## src/rtl/kgp_mem_arbiter.sv

```systemverilog
// kgp_mem_arbiter: shares one single-port BRAM between fetch and load/store.
// Define KGP_ARB_ALIGN_CHK_EN to reject misaligned data accesses with d_err.
module kgp_mem_arbiter #(
    parameter int DATA_W    = 32,
    parameter int ADDR_W    = 32,
    parameter int MEM_AW    = 10,
    parameter int MEM_LAT   = 2,
    parameter int MAX_D_RUN = 4
) (
    input  logic              clka,
    input  logic              reset,
    input  logic              if_req,
    input  logic [ADDR_W-1:0] if_addr,
    output logic              if_gnt,
    output logic [DATA_W-1:0] if_rdata,
    output logic              if_valid,
    input  logic              d_req,
    input  logic              d_we,
    input  logic [ADDR_W-1:0] d_addr,
    input  logic [DATA_W-1:0] d_wdata,
    output logic              d_gnt,
    output logic [DATA_W-1:0] d_rdata,
    output logic              d_valid,
    output logic              d_err,
    output logic              mem_en,
    output logic              mem_we,
    output logic [MEM_AW-1:0] mem_addr,
    output logic [DATA_W-1:0] mem_wdata,
    input  logic [DATA_W-1:0] mem_rdata,
    output logic              busy
);
    localparam int LW = $clog2(MEM_LAT + 1);
    localparam int RW = $clog2(MAX_D_RUN + 1);

    typedef enum logic [1:0] {IDLE, RD_WAIT, RESP} state_t;

    state_t            state_q, state_d;
    logic [LW-1:0]     lat_cnt_q, lat_cnt_d;
    logic [RW-1:0]     run_cnt_q, run_cnt_d;
    logic              owner_q, owner_d;
    logic [DATA_W-1:0] rdata_q, if_rdata_q, d_rdata_q;
    logic              st_vld_q, err_q;
    logic              if_win, d_win, d_mis, d_issue;
    logic              unused_addr;

    always_comb begin
        if_win = 1'b0;
        d_win  = 1'b0;
        if (reset && state_q == IDLE) begin
            if_win = if_req && (!d_req || run_cnt_q == RW'(MAX_D_RUN));
            d_win  = d_req && !if_win;
        end
    end

`ifdef KGP_ARB_ALIGN_CHK_EN
    assign d_mis = d_win && (d_addr[1:0] != 2'b00);
`else
    assign d_mis = 1'b0;
`endif
    assign d_issue = d_win && !d_mis;

    assign if_gnt    = if_win;
    assign d_gnt     = d_win;
    assign mem_en    = if_win || d_issue;
    assign mem_we    = d_issue && d_we;
    assign mem_wdata = reset ? d_wdata : '0;
    assign busy      = (state_q != IDLE);

    always_comb begin
        mem_addr = '0;
        if (d_win)
            mem_addr = d_addr[MEM_AW+1:2];
        else if (if_win)
            mem_addr = if_addr[MEM_AW+1:2];
    end

    // RESP presents the captured word directly; the hold registers catch up at its end.
    assign if_valid = (state_q == RESP) && !owner_q;
    assign d_valid  = st_vld_q || ((state_q == RESP) && owner_q);
    assign d_err    = err_q;
    assign if_rdata = if_valid ? rdata_q : if_rdata_q;
    assign d_rdata  = ((state_q == RESP) && owner_q) ? rdata_q : d_rdata_q;

    always_comb begin
        state_d   = state_q;
        lat_cnt_d = lat_cnt_q;
        owner_d   = owner_q;
        run_cnt_d = run_cnt_q;
        unique case (state_q)
            IDLE: begin
                if (if_win || (d_issue && !d_we)) begin
                    state_d   = RD_WAIT;
                    lat_cnt_d = LW'(1);
                    owner_d   = d_win;
                end
            end
            RD_WAIT: begin
                if (lat_cnt_q == LW'(MEM_LAT)) begin
                    state_d   = RESP;
                    lat_cnt_d = '0;
                end else begin
                    lat_cnt_d = lat_cnt_q + 1'b1;
                end
            end
            RESP:    state_d = IDLE;
            default: state_d = IDLE;
        endcase
        if (!if_req || if_win)
            run_cnt_d = '0;
        else if (d_win)
            run_cnt_d = run_cnt_q + 1'b1;
    end

    always_ff @(posedge clka or negedge reset) begin
        if (!reset) begin
            state_q    <= IDLE;
            lat_cnt_q  <= '0;
            run_cnt_q  <= '0;
            owner_q    <= 1'b0;
            rdata_q    <= '0;
            if_rdata_q <= '0;
            d_rdata_q  <= '0;
            st_vld_q   <= 1'b0;
            err_q      <= 1'b0;
        end else begin
            state_q   <= state_d;
            lat_cnt_q <= lat_cnt_d;
            run_cnt_q <= run_cnt_d;
            owner_q   <= owner_d;
            st_vld_q  <= d_win && (d_we || d_mis);
            err_q     <= d_mis;
            if (state_q == RD_WAIT && lat_cnt_q == LW'(MEM_LAT))
                rdata_q <= mem_rdata;
            if (state_q == RESP) begin
                if (owner_q)
                    d_rdata_q <= rdata_q;
                else
                    if_rdata_q <= rdata_q;
            end
        end
    end

    assign unused_addr = ^{if_addr[ADDR_W-1:MEM_AW+2], if_addr[1:0],
                           d_addr[ADDR_W-1:MEM_AW+2], d_addr[1:0]};

endmodule

```

## config.mk

```make
export PLATFORM = sky130hd
export DESIGN_NAME = kgp_mem_arbiter
export DESIGN_NICKNAME = d
export VERILOG_FILES = /design/src/rtl/kgp_mem_arbiter.sv
export SDC_FILE = /design/constraint.sdc
export NUM_CORES = 1
export LEC_CHECK = 0
export CAP_MARGIN = 20
export CELL_PAD_IN_SITES_DETAIL_PLACEMENT = 0
export CELL_PAD_IN_SITES_GLOBAL_PLACEMENT = 1
export CORE_MARGIN = 2
export CORE_UTILIZATION = 32
export DETAILED_ROUTE_END_ITERATION = 10
export GPL_ROUTABILITY_DRIVEN = 0
export PLACE_DENSITY = 0.84
export SLEW_MARGIN = 20
export SYNTH_ARGS = -nofsm -noshare
export SYNTH_HDL_FRONTEND = slang
export SYNTH_SLANG_ARGS = --single-unit
```

## constraint.sdc

```tcl
create_clock -name clka -period 3.86 [get_ports clka]
set_input_delay 1.158 -clock clka [delete_from_list [all_inputs] [get_ports clka]]
set_output_delay 1.158 -clock clka [all_outputs]
set_load 0.03 [all_outputs]
```

; Word-level counts from Yosys, hierarchy flattened
; Cells that the tools add are included.
[word_totals]
regBits = 105
input_bits = 133
elab_cells = 58
[op_classes]
addsub = 2
eq_ne = 6
n_mux = 14
bitwise_logic = 1
n_reduce_logical = 27
[ops]
columns = op, count
row1 = $mux 32, 3
row2 = $mux 10, 2
row3 = $reduce_and 2->1, 5
row4 = $logic_and 1x1->1, 8
row5 = $pmux 2 s2, 2
row6 = $mux 2, 3
row7 = $mux 3, 2
row8 = $reduce_bool 2->1, 3
row9 = $logic_not 1->1, 5
row10 = $logic_or 1x1->1, 5
row11 = $eq 2x2->1 const B, 2
row12 = $add 3x1->3 const B, 1
row13 = $eq 3x3->1 const B, 1
row14 = $add 2x1->2 const B, 1
row15 = $eq 2x1->1 const B, 1
row16 = $logic_not 2->1, 1
row17 = $mux 1, 2
row18 = $ne 2x1->1 const B, 1
row19 = $ne 2x2->1 const B, 1
row20 = $not 1->1, 1

; Depth between registers and ports, before layout
[depth]
depth_word = 10
mapped_depth = 7
depth_no_buf = 6

; Worst setup path after synthesis
; Ideal clock, no wire load.
[synth_path]
kind = input-to-output
start = input port reset
end = output port mem_we
arrival_time_ns = 2.554
t_required_ns = 2.702
setup_slack_ns = 0.148
path_stages = 4
path_cell_list = nor3b_1 nand2_1 a31oi_1 and2_1
[synth_via]
elab_chain_cells = 3
[synth_lines]
columns = item, line_no
row1 = from (decl), 11  ; input logic reset,
row2 = $logic_and 1x1->1, 49  ; if (reset && state_q == IDLE) begin
row3 = $mux 1, 49
row4 = via d_gnt, 21  ; output logic d_gnt,
row5 = $logic_and 1x1->1, 65  ; assign mem_we = d_issue && d_we;
row6 = to (decl), 26  ; output logic mem_we,
; The timed path passes the listed nets, and every way through them passes these cells.

; Worst setup path in the final report
[layout_path]
start = input port d_req
end = output port mem_addr[0]
[layout_via]
elab_chain_cells = 7
word_cells_on_any_way = 9
classes_between = mux: 4 / reduce/logical: 5
[layout_lines]
columns = item, line_no
row1 = from (decl), 17  ; input logic d_req,
row2 = $logic_not 1->1, 50  ; if_win = if_req && (!d_req || run_cnt_q == RW'(MAX_D_RUN));
row3 = $logic_or 1x1->1, 50
row4 = $logic_and 1x1->1, 50
row5 = $logic_not 1->1, 51  ; d_win = d_req && !if_win;
row6 = $logic_and 1x1->1, 51
row7 = $mux 1, 49
row8 = $mux 10 *, 71  ; if (d_win)
row9 = to (decl), 27  ; output logic [MEM_AW-1:0] mem_addr,
; Mark *: on every way between the ends. The rest lies on a longest branch, timed or not.

==> impl_metrics.json <==
{
  "drt-wirelength-per-cell_um": 15.67,
  "syn_nets": 460,
  "place_area_um2": 6730,
  "place_worst_setup_slack_ns": 0.1128,
  "synth_cell_types": 33,
  "cts_root_buf": "clkbuf_16",
  "vias_per_cell": 4.555,
  "cts_setup_buffers": 0,
  "r2r_start": "state_q[0]",
  "leakage_nw": 3.026,
  "synth_seq_cells": 105,
  "critPathLaunch": "d_req",
  "maxSlewHeadroom": 0.3832,
  "htree_levels": 3,
  "drc_errors": 0,
  "status": "completed",
  "min_from": "d_rdata_q[12]",
  "final.setup.tns_ns": 0,
  "start_kind": "primary input",
  "dieArea_um2": 15040,
  "grt_max_degree": 45,
  "path_clk_slew_ns": 0.06,
  "path_class": "primary input to output pin",
  "hold_class": "flip-flop to flip-flop",
  "grt_usage": 0.1496,
  "antenna_found_initial": 0,
  "diodes": 0,
  "fp-row-count": 43,
  "seq_area_um2": 2628,
  "die_height_um": 122.6,
  "cts_tree": "done",
  "hold_viol_final": 0,
  "postRouteAntennaNets": 0,
  "fin_crit_sh": 0.9720,
  "clock-sinks": 105,
  "fin_nets": 672,
  "slew_violations": 0,
  "hold-worst-slack_ns": 0.4979,
  "hpwl_mm": 8.329,
  "overflow": 0,
  "grt_pass1_vias": 3409,
  "fillers": 1189,
  "clock.fmax_mhz": 266.5,
  "tightest_slew_ns": 0.9252,
  "cp.required_ns": 2.70,
  "fin_worst_skew_ns": 0.009899,
  "cts.path.max_buffers": 2,
  "grt_pass1_wl_mm": 16.97,
  "ir_worst_vdd_mv": 0.4598,
  "fin_area_um2": 7028,
  "ios": 247,
  "critPathMaxFanout": 8,
  "drv_cap": 0,
  "drtPass1Iterations": 3,
  "core_um2": 13830,
  "final_layout_size_suffix_gt1_frac": 0.2804,
  "worst_slack_ns": 0.1082,
  "multi_input_area_um2": 1755,
  "cp.arrival_ns": 2.59,
  "io_buffers": 201,
  "totalWireLength_mm": 11.31,
  "cts-resized-gates": 0,
  "start_util": 0.3257,
  "min_period_ns": 3.752,
  "dpl.cell_count": 706,
  "drt-initial-drc-count": 60,
  "setup_viol": 0,
  "numCtsBuffers": 9,
  "ys_warn_count": 0,
  "ys_seq_area_frac": 0.5835,
  "crit_path_end_kind": "output pin",
  "synth_area_um2": 4503,
  "vias": 3289,
  "rsz0062_at_grt": "false",
  "syn_inst": 325,
  "p_per_area_nw_per_um2": 770.1,
  "avgSynthCellArea_um2": 13.86,
  "die_w_um": 122.6,
  "hold_buffers": 0,
  "flow.area_growth_from_synthesis_pct": 56.07,
  "fin_cells": 722,
  "clock_latency_ns": 0.35
}
synth_stat cells:
library cell    n  area [um2]
nor3b_2         1       12.51
inv_1           4       15.01
nand2_1         8       30.03
nor2b_1         1       6.260
nand3b_1        1       7.510
nand2b_1        2       12.51
and2_1         42       262.8
a21boi_2        1       11.26
nand4b_1        1       8.760
o22ai_1         1       6.260
mux2i_1        10       100.1
nor3b_1         2       15.01
a21bo_2         1       10.01
and2_2          2       15.01
a21boi_0        2       15.01
mux2_1          3       33.78
a21oi_1         1       5.000
nor2_1         15       56.30
buf_6           3       33.78
nor2b_2         1       8.760
conb_1          1       3.750
dfrtp_1       105        2628
o31a_1          1       8.760
mux2_2         93        1047
clkbuf_1        5       18.77
a31oi_1         2       12.51
o21bai_1        1       7.510
ha_1            2       25.02
buf_4           6       45.04
o21ai_0         2       10.01
buf_2           3       15.01
nand4_1         1       6.260
a211o_2         1       10.01
layout make-up:
cell class / instances / share of cell area
Clock inverter: 5 / 0.006409
Inverter: 4 / 0.002136
Multi-Input combinational cell: 199 / 0.2498
Tap cell: 180 / 0.03205
Sequential cell: 105 / 0.3739
Timing Repair Buffer: 218 / 0.2998
Clock buffer: 11 / 0.03596
flip-flops by register name, summed over array words and instances (netlist names):
name and count:
lat_cnt_q 2, if_rdata_q 32, rdata_q 32, d_rdata_q 32, state_q 2, st_vld_q 1
owner_q 1, run_cnt_q 3
kinds of logic after synthesis:
kind of cell,after synthesis,share of synthesized area
AO/OA/AOI/OAI,13,0.02139
adder cells (fa/ha/maj),2,0.005556
buffers and inverters,21,0.02834
flip-flops,105,0.5835
multiplexers,106,0.2623
other,1,0.0008328
AND/OR/NAND/NOR,77,0.09808
layout by cell type, fill, tap and decap left out, drive strengths merged:
cell | synthesis | routed
o22ai | 1 | 1
a21boi | 3 | 3
nor2b | 2 | 2
clkinv | 0 | 2
a21bo | 1 | 1
a211o | 1 | 1
and2 | 44 | 44
a21oi | 1 | 1
clkinvlp | 0 | 1
clkbuf | 5 | 11
o21bai | 1 | 1
conb | 1 | 1
nand3b | 1 | 1
nand4 | 1 | 1
mux2 | 96 | 96
nor3b | 3 | 3
nand2 | 8 | 8
nor2 | 15 | 15
mux2i | 10 | 10
nand4b | 1 | 1
buf | 12 | 35
a31oi | 2 | 2
nand2b | 2 | 2
clkdlybuf4s50 | 0 | 183
ha | 2 | 2
dfrtp | 105 | 105
o21ai | 2 | 2
o31a | 1 | 1
inv | 4 | 6
per-layer routing:
layer / share of wire / vias to the layer above / track usage
li1: - / 1535 / -
met1: 0.39 / 1599 / 0.1692
met2: 0.51 / 142 / 0.2667
met3: 0.079 / 13 / 0.04368
met4: 0.016 / 0 / 0.05460
met5: 0 / - / 0
where the power goes:
group	internal (mW)	switching, mW	leakage [nW]
combinational	1.26	1.42	1.60
clock	0.482	0.405	0.144
sequential	1.62	0.222	1.28
total	3.36	2.05	3.03
metrics by stage:
step,power (mW),utilization
detailed placement,4.587,0.4867
finish,5.412,0.5083
floorplan,3.452,-
global placement,4.495,0.4867
CTS,5.505,0.5083
global route,5.718,0.5083
critical path, cell delays in order:
cell and delay [ns]:
clkdlybuf4s50_1 0.50, a21bo_2 0.22, nand2_1 0.07, buf_4 0.19, mux2i_1 0.22, nor2_1 0.06, buf_4 0.17
final timing paths:
kind | depth (start not counted) | to | slack, ns
min in group asynchronous | 2 | d_rdata_q[21] | 0.98
max in group asynchronous | 3 | d_rdata_q[8] | 2.20
worst min-delay path | 1 | d_rdata_q[12] | 0.50
worst max register to register | 3 | rdata_q[30] | 1.81
worst min register to register | 1 | d_rdata_q[12] | 0.50
worst max-delay path | 7 | mem_addr[0] | 0.11
No activity file was read; power rests on OpenSTA's default activity.
